===== src/rtl/uart_rx_wb.sv =====
// uart_rx_wb: 8N1 UART receiver with RX FIFO behind a Wishbone B4 classic slave.
// Registers (wb_adr[3:2]): 0 DATA (read pops), 1 STATUS (bits 2/3 W1C), 2 CTRL (irq_en).
module uart_rx_wb #(
  parameter int unsigned CLK_FREQ   = 50000000,
  parameter int unsigned BAUD       = 115200,
  parameter int unsigned FIFO_DEPTH = 16
) (
  input  logic        clk,
  input  logic        rst,
  input  logic        rx,
  input  logic        wb_cyc,
  input  logic        wb_stb,
  input  logic        wb_we,
  input  logic [3:0]  wb_adr,
  input  logic [31:0] wb_dat_i,
  output logic [31:0] wb_dat_o,
  output logic        wb_ack,
  output logic        irq
);

  localparam int unsigned CLKS_PER_BIT = CLK_FREQ / BAUD;
  localparam int unsigned CNT_W        = (CLKS_PER_BIT > 2) ? $clog2(CLKS_PER_BIT) : 1;
  localparam int unsigned AW           = $clog2(FIFO_DEPTH);
  localparam int unsigned CW           = AW + 1;
  localparam logic [CNT_W-1:0] HALF_LD = CNT_W'(CLKS_PER_BIT / 2 - 1);
  localparam logic [CNT_W-1:0] FULL_LD = CNT_W'(CLKS_PER_BIT - 1);

  typedef enum logic [2:0] {S_IDLE, S_START, S_DATA, S_STOP, S_BREAK} state_t;

  logic             rx_m, rx_s;
  state_t           state, state_n;
  logic [CNT_W-1:0] cnt, cnt_n;
  logic [2:0]       bit_idx, bit_idx_n;
  logic [7:0]       shreg, shreg_n;
  logic             push_c, ferr_set_c;

  logic [7:0]       mem [FIFO_DEPTH];
  logic [AW-1:0]    wr_ptr, rd_ptr;
  logic [CW-1:0]    count;
  logic             ovr, ferr, irq_en;

  logic             req_c, rd_c, wr_c, pop_c, push_ok_c, ovr_set_c;
  logic             clr_ovr_c, clr_ferr_c, not_empty_c, full_c;
  logic [1:0]       sel_c;
  logic [31:0]      rdata_c;
  logic             unused_c;

  assign unused_c = ^{wb_dat_i[31:4], wb_dat_i[1], wb_adr[1:0]};

  // Two-flop synchronizer for the asynchronous rx pin, idles high
  always_ff @(posedge clk) begin
    if (!rst) begin
      rx_m <= 1'b1;
      rx_s <= 1'b1;
    end else begin
      rx_m <= rx;
      rx_s <= rx_m;
    end
  end

  // Receive FSM state and datapath registers
  always_ff @(posedge clk) begin
    if (!rst) begin
      state   <= S_IDLE;
      cnt     <= '0;
      bit_idx <= '0;
      shreg   <= '0;
    end else begin
      state   <= state_n;
      cnt     <= cnt_n;
      bit_idx <= bit_idx_n;
      shreg   <= shreg_n;
    end
  end

  // Next-state: mid-bit sampling; BREAK absorbs a held-low line after a framing error
  always_comb begin
    state_n    = state;
    cnt_n      = cnt;
    bit_idx_n  = bit_idx;
    shreg_n    = shreg;
    push_c     = 1'b0;
    ferr_set_c = 1'b0;
    case (state)
      S_IDLE: begin
        if (!rx_s) begin
          cnt_n   = HALF_LD;
          state_n = S_START;
        end
      end
      S_START: begin
        if (cnt == '0) begin
          if (!rx_s) begin
            cnt_n     = FULL_LD;
            bit_idx_n = 3'd0;
            state_n   = S_DATA;
          end else begin
            state_n = S_IDLE;
          end
        end else begin
          cnt_n = cnt - CNT_W'(1);
        end
      end
      S_DATA: begin
        if (cnt == '0) begin
          shreg_n   = {rx_s, shreg[7:1]};
          cnt_n     = FULL_LD;
          bit_idx_n = bit_idx + 3'd1;
          if (bit_idx == 3'd7) state_n = S_STOP;
        end else begin
          cnt_n = cnt - CNT_W'(1);
        end
      end
      S_STOP: begin
        if (cnt == '0) begin
          if (rx_s) begin
            push_c  = 1'b1;
            state_n = S_IDLE;
          end else begin
            ferr_set_c = 1'b1;
            state_n    = S_BREAK;
          end
        end else begin
          cnt_n = cnt - CNT_W'(1);
        end
      end
      S_BREAK: begin
        if (rx_s) state_n = S_IDLE;
      end
      default: state_n = S_IDLE;
    endcase
  end

  // Bus decode, FIFO push/pop arbitration and read mux
  always_comb begin
    req_c       = wb_cyc & wb_stb & ~wb_ack;
    rd_c        = req_c & ~wb_we;
    wr_c        = req_c & wb_we;
    sel_c       = wb_adr[3:2];
    not_empty_c = (count != '0);
    full_c      = (count == CW'(FIFO_DEPTH));
    pop_c       = rd_c & (sel_c == 2'd0) & not_empty_c;
    push_ok_c   = push_c & (~full_c | pop_c);
    ovr_set_c   = push_c & full_c & ~pop_c;
    clr_ovr_c   = wr_c & (sel_c == 2'd1) & wb_dat_i[2];
    clr_ferr_c  = wr_c & (sel_c == 2'd1) & wb_dat_i[3];
    rdata_c     = '0;
    case (sel_c)
      2'd0: if (not_empty_c) rdata_c = {24'b0, mem[rd_ptr]};
      2'd1: begin
        rdata_c[0]       = not_empty_c;
        rdata_c[1]       = full_c;
        rdata_c[2]       = ovr;
        rdata_c[3]       = ferr;
        rdata_c[4 +: CW] = count;
      end
      2'd2: rdata_c[0] = irq_en;
      default: rdata_c = '0;
    endcase
  end

  // FIFO storage; no reset needed, emptiness is tracked by count
  always_ff @(posedge clk) begin
    if (push_ok_c) mem[wr_ptr] <= shreg;
  end

  // FIFO pointers and occupancy
  always_ff @(posedge clk) begin
    if (!rst) begin
      wr_ptr <= '0;
      rd_ptr <= '0;
      count  <= '0;
    end else begin
      if (push_ok_c) wr_ptr <= wr_ptr + AW'(1);
      if (pop_c)     rd_ptr <= rd_ptr + AW'(1);
      case ({push_ok_c, pop_c})
        2'b10:   count <= count + CW'(1);
        2'b01:   count <= count - CW'(1);
        default: count <= count;
      endcase
    end
  end

  // Sticky flags (set beats clear), control, bus response and interrupt
  always_ff @(posedge clk) begin
    if (!rst) begin
      ovr      <= 1'b0;
      ferr     <= 1'b0;
      irq_en   <= 1'b0;
      wb_ack   <= 1'b0;
      wb_dat_o <= '0;
      irq      <= 1'b0;
    end else begin
      ovr      <= ovr_set_c | (ovr & ~clr_ovr_c);
      ferr     <= ferr_set_c | (ferr & ~clr_ferr_c);
      if (wr_c && sel_c == 2'd2) irq_en <= wb_dat_i[0];
      wb_ack   <= req_c;
      wb_dat_o <= rd_c ? rdata_c : 32'd0;
      irq      <= irq_en & not_empty_c;
    end
  end

endmodule


===== config.mk =====
export PLATFORM = sky130hd
export DESIGN_NAME = uart_rx_wb
export DESIGN_NICKNAME = d
export VERILOG_FILES = /design/src/rtl/uart_rx_wb.sv
export SDC_FILE = /design/constraint.sdc
export NUM_CORES = 1
export LEC_CHECK = 0
export ABC_AREA = 1
export CORE_MARGIN = 4
export CORE_UTILIZATION = 51
export DETAILED_ROUTE_END_ITERATION = 16
export PLACE_DENSITY = 0.81
export SLEW_MARGIN = 30
export SYNTH_ARGS = -nofsm -noshare
export SYNTH_HDL_FRONTEND = slang
export SYNTH_SLANG_ARGS = --single-unit
export TNS_END_PERCENT = 20

===== constraint.sdc =====
create_clock -name clk -period 2.2 [get_ports clk]
set_input_delay 0.22 -clock clk [delete_from_list [all_inputs] [get_ports clk]]
set_output_delay 0.22 -clock clk [all_outputs]
set_load 0.005 [all_outputs]

# Yosys cells after proc, flatten, opt, wreduce, memory -nomap -nowiden
# Memory sizes are Yosys's and may differ from the RTL's. A register that Yosys moved wholly into a read port is not among the register bits.
# Cells that the tools add are included.
# classes
addsub	6
eq_ne	19
muxes	33
bitwise	24
n_reduce_logical	14
# ops
op	n
2-to-1 mux 9 bit	5
case mux 9 bit (4 select lines)	1
2-to-1 mux 3 bit	10
inequality test 2 bit (second input constant)	8
case mux 8 bit (2 select lines)	1
bitwise AND 1 bit	15
case mux 3 bit (5 select lines)	1
case mux 5 bit (2 select lines)	1
zero test 9 bit	1
subtractor 9 x 1 -> 9 bit (second input constant)	1
adder 4 x 1 -> 4 bit (second input constant)	2
2-to-1 mux 1 bit	8
2-to-1 mux 4 bit	2
2-to-1 mux 8 bit	1
AND reduction 4 bit	2
== test 3 x 2 -> 1 bit (second input constant)	2
== test 3 bit (second input constant)	2
inverter 1 bit	6
case mux 3 bit (2 select lines)	1
AND reduction 6 bit	1
adder 5 x 1 -> 5 bit (second input constant)	1
== test 5 bit (second input constant)	1
nonzero test 5 bit	1
subtractor 5 x 1 -> 5 bit (second input constant)	1
15 further kinds	21
# totals
ff_bits	75
mem_bits_rw	128
input_bits	42
out_inout_bits	34
word_cells	113
memories	1
# memory_table
memory	words	word_bits	rd	rd_ports_with_merged_regs	write_ports	line	source
mem	16	8	1	1	1	37	logic [7:0] mem [FIFO_DEPTH];

# Logic depth before layout (Yosys ltp)
# Gate-level depths: netlist of the first run.
# logic_depth
ltp_word	9
mapped_depth	20
mapped_depth_nobuf	20

# Worst setup path after synthesis of the first run
# Ideal clock, no wire load.
# synth_timing
path_kind	flip-flop to flip-flop
startpoint	reg cnt[0]
endpoint	reg count[4]
setup_time_ns	0.115
t_arrival_ns	2.005
required_ns	2.085
slack_ns	0.080
stages_incl_launch_ff	18
n_path_buf	0
period_less_slack_ns	2.120
cell_sequence	dfxtp_1 > inv_1 > ha_1 > inv_1 > nor2_1 > nand2_2 > nor2_8 > nand3_4 > nand2_4 > inv_1 > ha_1 > inv_1 > o21ai_0 > inv_1 > nand3_1 > nand3_2 > nand2_1 > nor2_1
# synth_via
elab_chain_len	6
word_cells_on_any_way	8
cone_classes	eq/ne: 2; mux: 3; bitwise: 1; reduce/logical: 2
# synth_rtl
element	line	source
from (decl)	32	logic [CNT_W-1:0] cnt, cnt_n;
from (signal assigned)	70	cnt <= cnt_n;
zero test 9 bit *	115	if (cnt == '0) begin
2-to-1 mux 1 bit *	115	
2-to-1 mux 1 bit *	84	case (state)
bitwise AND 1 bit *	143	push_ok_c = push_c & (~full_c | pop_c);
== test 2 x 1 -> 1 bit / == test 2 bit (equally long branches)	176	case ({push_ok_c, pop_c})
case mux 5 bit (2 select lines) / nonzero test 2 bit (equally long branches)	--	
to (signal assigned)	177	2'b10: count <= count + CW'(1);
to (signal assigned)	178	2'b01: count <= count - CW'(1);
to (signal assigned)	179	default: count <= count;
to (decl)	39	logic [CW-1:0] count;
# Every way passes the cells marked *; elsewhere a longest branch is shown, timed or not.
# A chain may end at the register's enable or synchronous reset.

# Worst setup path after layout of the first run
# layout_timing
startpoint	reg cnt[0]
endpoint	mem mem[2][2], enable pin
# layout_via
elab_chain_len	6
# layout_rtl
element	line	source
zero test 9 bit	115	
2-to-1 mux 1 bit	115	
2-to-1 mux 1 bit	84	
bitwise AND 1 bit	143	
2-to-1 mux 1 bit	164	if (push_ok_c) mem[wr_ptr] <= shreg;
2-to-1 mux 1 bit (not written as such)	164	
to (decl)	37	
# No other way between the ends.

==> results.md, run 1 <==
* Slew HR at 0.4869
* Yosys cell types at 43
* Nets at 849
* CP bufs+invs at 4
* Cell internal pwr at 0.005778 W
* Power Density at 878.9 mW/mm2
* Syn. warnings at 0
* Final WS setup at 0.1542 ns
* First-pass GRT wire length at 27310 um
* IO Port Bufs at 21
* Switch Pwr at 0.002209 W
* Main area contributors after synthesis: edfxtp_1 (49%), dfxtp_1 (14%), o21ai_0 (6.1%)
* Die area at 0.01745 mm2
* Sequential-to-total area share from yosys stat at 0.6320
* Share of the synthesized area in the top cell type at 0.4893
* WP data arrival at 2.19 ns
* Final setup viols at 0
* Data required, critical path at 2.34 ns
* Compound-Gate Fraction of Synth Area at 0.1338
* Post-place setup slack at -0.04974 ns
* Chip height at 132.1 um
* Reg clk slew, reported paths at 0.07 ns
* Max-slew violation count at 0
* Max_cap viols at 0
* # rows at 45
* LEAKAGE at 3.354 nW
* Worst path max stage delay at 0.32 ns
* Outcome: finished clean
* Power Total at 0.007987 W
* Post-CTS Setup Bufs at 0
* Worst Max-Slew Pin Slew at 0.7685 ns
* Area growth syn-to-layout at 15.69%
* Kind of critical path: flop to flop
* Avg Synthesized Cell Area at 10.69 um2
* Clk_lat worst skew at 0.44 ns
* Hold Path Class: input port to flop
* Switching share of power at 0.2766
* Worst reg2reg setup slack at 0.15 ns
* Htree depth at 4
* Diode count at 0
* Drt drc at 0
* Clk network pwr share at 0.365
* Crit share post-route at 0.9299
* Post-Synthesis Cells at 735
* Synth Area in Adders at 0.01752
* Min Tclk post-route at 2.046 ns
* Avg Vias per Cell at 5.588
* Final Cell Area at 0.009087 mm2
* Post-synth ARST share at 0
* GRT Total Usage at 0.1991
* CTS Buf Count at 17
* Post-synthesis mux area share at 0.001274
* I/O pin count at 76
* Top achievable clock speed at 488.8 MHz
* Via count at 5571
* Worst Setup Start Kind: flop
* Final Hold Fails at 0
* Crit path launch: cnt[0]$_SDFFE_PN0P_
* Comb power frac at 0.117
* Post-synthesis xor/xnor area fraction at 0.004460
* Largest family of logic cells by synthesized area: simple AND/OR/NAND/NOR gates
* Hold slack at 0.3482 ns
* Hold_buf cts at 0
* Largest net degree at the start of global routing at 65
* Most used DFF post-synth: edfxtp_1
* Worst hold start: rx
* Routed Antenna Nets at 0
* Routed wire length at 16870 um
* Seq pwr share at 0.518
* GRT overflow at 0
* Vias in the first global route at 5288
* CTS max path bufs at 2
* WHS Path Cells at 2
* R2R depth at 12
* Initial DRC Count at 672
* HPWL after detailed placement at 10810 um
* CTS tree: built
* Crit-path cells: inv_2 > ha_1 > inv_1 > nor2_1 > nand2_2 > nor2_8 > nand3_4 > buf_4 > nor2_8 > nand2_1 > nor2_1 > buf_4
* Final clock skew at 0.01165 ns
* Placed Area at 0.008493 mm2
* GPL Wtd Cong at 0.8753
* Die Width at 132.1 um
* TritonRoute pass-1 iters at 7
* Largest delay share family, worst path: simple AND/OR/NAND/NOR gates
* Initial Utilization at 0.5186
* Number of synthesized flops with an enable pin at 128
* Clock sink count at 184
* Core outline area at 0.01515 mm2
* Hold endpoint: rx_m$_SDFF_PN1_
* Worst R2R End: mem[2][2]$_DFFE_PP_
* Share of layout cells above drive strength 1 at 0.1533
* CTS root buf: clkbuf_16
* Leading area contributor after synthesis: edfxtp_1
* Synth Register Bits at 184
* Max IR drop VDD at 0.5218 mV
* Synthesized area at 0.007855 mm2
* WL per Instance at 16.92 um
* Critical path's slowest cell: dfxtp_1
* Critical path capture point type: flop
* Reg-to-Reg Start: cnt[0]$_SDFFE_PN0P_
* Post-Synth Simple-Gate Area at 0.1493
* Worst path depth at 12
* Initial antenna violation count at 0
* Crit path max fanout at 8
==> worst register-to-register path, stage by stage (launching register included) <==
cell     delay [ns]
dfxtp_1        0.32
inv_2          0.07
ha_1           0.14
inv_1          0.03
nor2_1         0.10
nand2_2        0.10
nor2_8         0.11
nand3_4        0.09
buf_4          0.18
nor2_8         0.14
nand2_1        0.13
nor2_1         0.13
buf_4          0.20
==> what timing repair did <==
item,in CTS,in global routing
setup endpoints to repair,0,80
endpoints found under the hold margin,0,0
gates resized for setup,0,8
==> per-stage QoR <==
stage,std cells,util,setup TNS [ns]
finish,997,0.6000,0
global route,997,0.6000,-0.004146
CTS,997,0.5988,0
detailed placement,965,0.5608,-0.1564
global placement,965,0.5608,-0.01021
floorplan,757,-,0
==> synthesized netlist by cell type, types with 2 or more instances <==
cell type and n:
o22ai_1 18, dfxtp_1 56, nor3_1 9, nor2_1 121
clkbuf_1 21, nor2_4 3, buf_4 23, nand3_2 4
nand4_1 5, nand2_2 5, ha_1 11, o221ai_1 14
o21ai_0 95, or2_2 4, nand2_4 4, xnor2_1 3
clkinv_1 4, nand3_4 3, inv_2 3, buf_2 4
a21oi_1 36, o21ai_1 3, a31oi_1 3, o211ai_1 12
nor2_8 3, inv_1 42, nand3_1 13, edfxtp_1 128
nor2_2 2, nand2_1 70
==> logic make-up after synthesis <==
kind of cell	after synthesis
xor gates and xnor gates	4
AOI/OAI and AO/OA	185
buffers and inverters	101
muxes	1
other	1
and+or+nand+nor	248
adders and majority gates	11
DFF	184
==> registers in the layout, indices dropped and copies added (netlist names), 3 cells and up, named ones only <==
| register | count |
|---|---|
| bit_idx | 3 |
| shreg | 8 |
| count | 5 |
| rd_ptr | 4 |
| state | 3 |
| cnt | 9 |
| mem | 128 |
| wr_ptr | 4 |
| wb_dat_o | 9 |
==> metal layers <==
layer	routed length, um	up-vias	track usage
li1	-	2670	-
met4	517	0	0.09218
met1	6958	2618	0.2579
met2	8129	245	0.3235
met5	0	-	0
met3	1264	38	0.04084
==> how the worst max path moves through the flow <==
stage	to	slack (ns)
after CTS	mem[0][2]$_DFFE_PP_	0.11
after global placement	count[4]$_SDFFE_PN0P_	-0.008
after floorplan	count[4]$_SDFFE_PN0P_	0.08
final	mem[2][2]$_DFFE_PP_	0.15
after global routing	count[4]$_SDFFE_PN0P_	-0.004
after detailed placement	count[4]$_SDFFE_PN0P_	-0.05
==> placed cells by master (no fill, tap or decap), drive strengths merged, types with 18 or more instances in the layout <==
cell / Yosys / routed
dfxtp: 56 / 56
conb: 1 / 23
buf: 27 / 48
clkdlybuf4s50: 0 / 21
o22ai: 18 / 18
a21oi: 36 / 36
edfxtp: 128 / 128
nand2: 79 / 79
nor2: 129 / 129
nand3: 20 / 20
o21ai: 98 / 98
inv: 47 / 57
==> layout make-up <==
class	instances	area (um2)
tap	188	235.2
fill	1154	6058
multi-input combinational	472	2511
inverter	52	203.9
timing repair buffer	69	595.6
clock buffer	17	425.4
clock inverter	15	150.1
sequential	184	4966
==> power by group through the flow <==
| stage | combinational [W] | sequential [W] | clock [W] |
|---|---|---|---|
| after detailed placement | 0.000932 | 0.00421 | 0 |
| after CTS | 0.000935 | 0.00413 | 0.00297 |
| after floorplan | 0.000743 | 0.00411 | 0 |
| after global routing | 0.00107 | 0.00416 | 0.00312 |
| after global placement | 0.000911 | 0.00420 | 0 |
| final | 0.000937 | 0.00413 | 0.00292 |
Power figures use the tool's default switching activity.
==> run 2, diff against run 1 <==
--- a/config.mk
+++ b/config.mk
@@ -9,6 +9,7 @@
 export CORE_MARGIN = 4
 export CORE_UTILIZATION = 51
 export DETAILED_ROUTE_END_ITERATION = 16
+export HOLD_SLACK_MARGIN = 0.03
 export PLACE_DENSITY = 0.81
 export SLEW_MARGIN = 30
 export SYNTH_ARGS = -nofsm -noshare
==> results of run 2 <==
The final DEF is identical to that of run 1; final timing and power are the same.
